## src/rtl/series_job_dispatcher.sv

```systemverilog
// Operand FIFO plus single-job issue FSM feeding the series-evaluation engine; results leave in issue order.
// Optional watchdog/abort path is built only when SERIES_DISPATCH_WATCHDOG_EN is defined.
module series_job_dispatcher #(
    parameter int DATA_W      = 16,
    parameter int RES_W       = 16,
    parameter int DEPTH       = 4,
    parameter int TIMEOUT_CYC = 255
) (
    input  logic              clk,
    input  logic              rst,
    input  logic              in_valid,
    output logic              in_ready,
    input  logic [DATA_W-1:0] in_data,
    output logic              eng_start,
    output logic [DATA_W-1:0] eng_x,
    input  logic              eng_ready,
    input  logic [RES_W-1:0]  eng_result,
    output logic              eng_stop,
    output logic              out_valid,
    input  logic              out_ready,
    output logic [RES_W-1:0]  out_data,
    output logic              busy,
    output logic              err
);
    localparam int PTR_W = (DEPTH > 1) ? $clog2(DEPTH) : 1;
    localparam int CNT_W = $clog2(DEPTH + 1);

    typedef enum logic [2:0] {
        S_IDLE, S_ISSUE, S_WAIT_BUSY, S_WAIT_DONE, S_CAPTURE, S_ABORT
    } state_t;

    logic [DATA_W-1:0] mem [DEPTH];
    logic [PTR_W-1:0]  wr_ptr_reg, rd_ptr_reg;
    logic [CNT_W-1:0]  count_reg;
    state_t            state_reg, state_next;
    logic [DATA_W-1:0] eng_x_reg;
    logic [RES_W-1:0]  out_data_reg;
    logic              out_valid_reg;
    logic              push, pop, load_out, timeout;

    // in_ready depends only on registered count, so a same-cycle pop never opens a full FIFO
    assign in_ready = (count_reg != CNT_W'(DEPTH));
    assign push     = in_valid && in_ready;

    always_ff @(posedge clk) begin
        if (rst) begin
            wr_ptr_reg <= '0;
            rd_ptr_reg <= '0;
            count_reg  <= '0;
        end else begin
            if (push) wr_ptr_reg <= wr_ptr_reg + PTR_W'(1);
            if (pop)  rd_ptr_reg <= rd_ptr_reg + PTR_W'(1);
            case ({push, pop})
                2'b10:   count_reg <= count_reg + CNT_W'(1);
                2'b01:   count_reg <= count_reg - CNT_W'(1);
                default: count_reg <= count_reg;
            endcase
        end
    end

    always_ff @(posedge clk) begin
        if (push) mem[wr_ptr_reg] <= in_data;
    end

    always_ff @(posedge clk) begin
        if (rst) state_reg <= S_IDLE;
        else     state_reg <= state_next;
    end

    always_comb begin
        state_next = state_reg;
        case (state_reg)
            S_IDLE:      if (count_reg != '0 && eng_ready) state_next = S_ISSUE;
            S_ISSUE:     state_next = S_WAIT_BUSY;
            S_WAIT_BUSY: if (timeout) state_next = S_ABORT;
                         else if (!eng_ready) state_next = S_WAIT_DONE;
            S_WAIT_DONE: if (timeout) state_next = S_ABORT;
                         else if (eng_ready) state_next = S_CAPTURE;
            S_CAPTURE:   if (!out_valid_reg || out_ready) state_next = S_IDLE;
            S_ABORT:     if (eng_ready) state_next = S_IDLE;
            default:     state_next = S_IDLE;
        endcase
    end

    always_comb begin
        pop       = 1'b0;
        load_out  = 1'b0;
        eng_start = 1'b0;
        busy      = (state_reg != S_IDLE) || (count_reg != '0);
        case (state_reg)
            S_IDLE:    pop = (count_reg != '0) && eng_ready;
            S_ISSUE:   eng_start = 1'b1;
            S_CAPTURE: load_out = !out_valid_reg || out_ready;
            default:   ;
        endcase
    end

    always_ff @(posedge clk) begin
        if (rst) begin
            eng_x_reg     <= '0;
            out_data_reg  <= '0;
            out_valid_reg <= 1'b0;
        end else begin
            if (pop) eng_x_reg <= mem[rd_ptr_reg];
            if (load_out) begin
                out_data_reg  <= eng_result;
                out_valid_reg <= 1'b1;
            end else if (out_valid_reg && out_ready) begin
                out_valid_reg <= 1'b0;
            end
        end
    end

    assign eng_x     = eng_x_reg;
    assign out_data  = out_data_reg;
    assign out_valid = out_valid_reg;

`ifdef SERIES_DISPATCH_WATCHDOG_EN
    localparam int WD_W = $clog2(TIMEOUT_CYC + 1);
    logic [WD_W-1:0] wd_cnt_reg;
    logic            err_reg;
    logic            in_wait;

    assign in_wait = (state_reg == S_WAIT_BUSY) || (state_reg == S_WAIT_DONE);
    assign timeout = in_wait && (wd_cnt_reg == WD_W'(TIMEOUT_CYC));

    // counter restarts whenever a wait state is (re)entered
    always_ff @(posedge clk) begin
        if (rst) begin
            wd_cnt_reg <= '0;
            err_reg    <= 1'b0;
        end else begin
            if (in_wait && state_next == state_reg) wd_cnt_reg <= wd_cnt_reg + WD_W'(1);
            else                                    wd_cnt_reg <= '0;
            if (timeout) err_reg <= 1'b1;
        end
    end

    assign err      = err_reg;
    assign eng_stop = (state_reg == S_ABORT);
`else
    localparam int WD_W = $clog2(TIMEOUT_CYC + 1);
    logic [WD_W-1:0] unused_timeout_cfg;

    assign unused_timeout_cfg = WD_W'(TIMEOUT_CYC);
    assign timeout  = 1'b0;
    assign err      = 1'b0;
    assign eng_stop = 1'b0;
`endif
endmodule

```

## config.mk

```make
export PLATFORM = sky130hd
export DESIGN_NAME = series_job_dispatcher
export DESIGN_NICKNAME = d
export VERILOG_FILES = /design/src/rtl/series_job_dispatcher.sv
export SDC_FILE = /design/constraint.sdc
export NUM_CORES = 1
export LEC_CHECK = 0
export ABC_CLOCK_PERIOD_IN_PS = 4240
export CORE_ASPECT_RATIO = 0.6
export CORE_MARGIN = 3
export CORE_UTILIZATION = 56
export CTS_CLUSTER_SIZE = 40
export DETAILED_ROUTE_END_ITERATION = 6
export GPL_TIMING_DRIVEN = 0
export PLACE_DENSITY_LB_ADDON = 0.05
export SYNTH_ARGS = -nofsm -noshare
export SYNTH_HDL_FRONTEND = slang
export SYNTH_SLANG_ARGS = --single-unit
export TNS_END_PERCENT = 20
```

## constraint.sdc

```tcl
create_clock -name clk -period 4.24 [get_ports clk]
set_input_delay 1.272 -clock clk [delete_from_list [all_inputs] [get_ports clk]]
set_output_delay 1.272 -clock clk [all_outputs]
set_load 0.01 [all_outputs]
```

# == Word level (Yosys, flattened, before mapping) ==
# Memories as Yosys holds them, arrays and structs flattened. A register that Yosys moved wholly into a read port is not among the register bits.
# Index checks and enable logic that the tools add are counted.
# totals
wordCells,50
latchBits,0
out_inout_bits,38
romBits,0
regBits,27
ramBits,64
memories,1
in_bits,37
# op_classes
add_sub_neg,4
reduce_logical,12
n_shift,0
mul,0
order_cmp,0
n_eq_ne,13
n_div,0
n_mux,14
bitwise,0
# memory_table
memory,depth,width,rd,rd_ports_with_merged_regs,write_ports,line,source
mem,4,16,1,1,1,32,logic [DATA_W-1:0] mem [DEPTH];
# op_table
cell,count
$pmux W3 S6,1
$mux W3,5
$ne A2 B2 Y1 const B,5
$mux W1,7
$eq A3 B2 Y1 const B,2
$eq A3 B3 Y1 const B,2
$pmux W3 S2,1
$reduce_bool A3 Y1,2
$reduce_and A5 Y1,1
$add A2 B1 Y2 const B,2
$reduce_bool A2 Y1,2
$add A3 B1 Y3 const B,1
$eq A3 B1 Y1 const B,1
$logic_and A1 B1 Y1,3
$logic_not A3 Y1,1
$ne A3 B3 Y1 const B,1
$sub A3 B1 Y3 const B,1
$eq A2 B1 Y1 const B,1
$eq A2 B2 Y1 const B,1
$logic_or A1 B1 Y1,2
$logic_not A1 Y1,1

# == Longest topological paths before layout ==
# depth
depth_word,5
ltp_mapped,10
depth_no_buf,9

# == Worst setup path after synthesis ==
# Ideal clock, no wire load.
# synth_timing
kind,input-to-reg
start,in eng_ready
end,reg count_reg[2]
required_ns,4.170
path_slack_ns,1.231
arrival_ns,2.939
stages,9
setup_time_ns,0.070
path_cell_list,nor4b_4 -> nand2_1 -> inv_1 -> ha_1 -> inv_1 -> fa_1 -> xor2_1 -> or3_1 -> a21oi_1
# synth_via
elab_chain_cells,4
word_cells_on_any_way,6
cone_classes,2 x eq/ne; 2 x mux; 2 x reduce/logical
# synth_rtl
item,line,source
start: declaration,16,"input logic eng_ready,"
$logic_and A1 B1 Y1 (*),91,S_IDLE: pop = (count_reg != '0) && eng_ready;
$mux W1 (*),90,case (state_reg)
net pop,39,"logic push, pop, load_out, timeout;"
$eq A2 B1 Y1 / $eq A2 B2 Y1 (equally long branches),53,"case ({push, pop})"
$pmux W3 S2 / $reduce_bool A2 Y1 (equally long branches),-,
end signal: assignment,54,2'b10: count_reg <= count_reg + CNT_W'(1);
end signal: assignment,55,2'b01: count_reg <= count_reg - CNT_W'(1);
end signal: assignment,56,default: count_reg <= count_reg;
end: declaration,34,logic [CNT_W-1:0] count_reg;
# Mark *: on every way through the listed nets, which the timed path passes. The rest lies on a longest branch.
# A chain may end at the register's enable or synchronous reset.

# == Final worst setup path ==
# Ends and elaborated chain as after synthesis.

==> impl_metrics.tcl <==
set metrics [dict create \
    run_status "complete, no violations" \
    critPathArrivalTime_ns 3.92 \
    synth-async-reset-ratio 0 \
    yosysUniqueCellTypes 36 \
    required_ns 4.52 \
    synthAdderAreaFrac 0.0197 \
    skew_ns 0.00677 \
    p_sw_frac 0.279 \
    wl_um 8930 \
    ant_nets 0 \
    synth_top_family_by_area "compound AO/OA/AOI/OAI gates" \
    cts-hold-fix-buffers 0 \
    grt_pass1_wl_um 14400 \
    net-switching-power_mw 0.783 \
    post-cts-setup-buffer-count 0 \
    tightest_slew_ns 0.880 \
    synth-compound-area-share 0.101 \
    place.gp.congestion 0.749 \
    synth_most_common_cell "edfxtp_1" \
    numCtsBuffers 9 \
    synth-edff-count 64 \
    internal-power_mw 2.02 \
    timing.hold.ws_ns 0.481 \
    start_kind "input port" \
    cp_max_fo 9 \
    grt-ovfl-total 0 \
    drc_errors 0 \
    avgSynthCellArea_um2 13.5 \
    start_util 0.603 \
    port-buffer-count 70 \
    dp.cells 483 \
    synth-simple-area-share 0.0894 \
    finalHoldViolations 0 \
    grt_max_degree 17 \
    dieArea_um2 8610 \
    ys_ff_latch 107 \
    yosysWarningCount 0 \
    hold_path.class "flip-flop to flip-flop" \
    area_growth_pct 26.8 \
    synth_top_area_share 0.458 \
    nFillCells 485 \
    wl_per_cell_um 17.9 \
    finalNetCount 437 \
    pwr-share-clk 0.294 \
    place_hpwl_um 6110 \
    drive_gt1_frac 0.110 \
    ioPinCount 75 \
    drv_cap 0 \
    rows 23 \
    clkTransAtPathRegs_ns 0.07 \
    synth_area_leader_cell "edfxtp_1" \
    grt_pass1_vias 2814 \
    finalSetupViolations 0 \
    rsz0062_at_grt "no" \
    syn_area_um2 4200 \
    relSlewSlack 0.414 \
    combPwrFrac 0.253 \
    die_h_um 73.1 \
    grtUsageTotal 0.223 \
    post_cts_resized 0 \
    synthTopCellsByArea "edfxtp_1, dfxtp_1, mux4_2" \
    seqPwrFrac 0.454 \
    largest_reg_flops 64 \
    worst_skew_pair.late_latency_ns 0.35 \
    num_antenna_cells 0 \
    end_kind "flip-flop" \
    viasPerCell 5.65 \
    ys_top_cells_by_count "edfxtp_1, dfxtp_1, a21oi_1" \
    drtPass1Iterations 4 \
    clkSinkCount 107 \
    post-place-ws_ns 0.268 \
    reg2reg_slack_ns 1.48 \
    vdd_drop_max_mv 0.412 \
    final_cells 499 \
    finalCritPeriodShare 0.858 \
    clockRootBuffer "clkbuf_16" \
    synth_mux_area_frac 0.0858 \
    die_w_um 118 \
    powerDensity_nw_per_um2 527 \
    power_leakage_nw 1.75 \
    drt-initial-drc-count 236 \
    drv_slew 0 \
    cts_tree "built" \
    worst_slack_ns 0.602 \
    timing.fmax_mhz 275 \
    vias 2820 \
    synth_xor_area_frac 0.00417 \
    h-tree-depth 3 \
    post-route-util 0.765 \
    crit_type "input port to flip-flop" \
    core_area_um2 6960 \
    setup-tns-final_ns 0 \
    antenna_found_initial 0 \
    yosysSeqAreaShare 0.663 \
    synth_top_flop_cell "edfxtp_1" \
    syn_inst 312 \
    period_needed_ns 3.64 \
    clk_path_buf_depth 2 \
]
-- final timing paths --
kind	cells after the start	to	from
worst max-delay path	10	count_reg[2]	eng_ready
worst min-delay path	2	out_data[11]	out_data[11]
worst max register to register	10	count_reg[2]	state_reg[1]
worst min register to register	2	out_data[11]	out_data[11]
-- layout by cell type (no fill, tap or decap), types with 3 or more instances in the layout --
cell,n
or3_1,3
inv_1,7
clkbuf_16,9
o21ai_1,3
nand2_1,3
clkdlybuf4s50_1,70
nor2_1,6
ha_1,5
o21ai_0,33
edfxtp_1,64
mux4_2,16
a21oi_1,41
clkbuf_1,20
nand3_1,34
and3_1,4
buf_2,5
dfxtp_1,43
-- logic make-up (layout without fill, tap and decap cells) --
family          Yosys count  in the layout
compound gates           82             82
xor+xnor                  2              2
fa+ha+maj                 6              6
buf+inv                  35            121
flops                   107            107
mux                      16             16
other cells               1              2
simple gates             63             63
-- layout make-up --
class	instances	area, µm²	share of cell area
Sequential cell	107	2780	0.523
Inverter	7	26.3	0.00493
Multi-Input combinational cell	171	1270	0.238
Tap cell	100	125	0.0235
Timing Repair Buffer	70	701	0.132
Clock buffer	12	246	0.0463
Buffer	28	126	0.0237
Clock inverter	4	50.0	0.00940
-- power by group through the flow --
stage | clock (mW) | combinational [mW] | sequential [mW]
floorplan | 0 | 0.421 | 1.30
global placement | 0 | 0.687 | 1.29
detailed placement | 0 | 0.705 | 1.30
CTS | 0.832 | 0.715 | 1.27
global route | 0.876 | 0.778 | 1.28
finish | 0.824 | 0.710 | 1.27
-- per-layer routing --
layer  global-route usage  share of wire  wire [µm]  vias up
met1                0.296           0.44       3900     1379
met2                0.363           0.48       4250       91
li1                     -              -          -     1334
met4               0.0727          0.016        140        0
met5                    0              0          0        -
met3               0.0643          0.071        637       16
-- critical path, cell delays in order --
cell and delay, ns:
clkdlybuf4s50_1 0.59, nor4b_4 0.53, nand2_1 0.18, inv_1 0.12, ha_1 0.18, inv_1 0.06
fa_1 0.37, xor2_1 0.16, or3_1 0.31, a21oi_1 0.14
-- metrics by stage --
step,cell area [µm²],power [mW]
6_report,5330,2.81
5_1_grt,5330,2.94
4_1_cts,5330,2.82
3_5_place_dp,5030,2.00
3_3_place_gp,5030,1.98
2_1_floorplan,4200,1.72
Note: power is estimated with default switching activity, not from simulation.
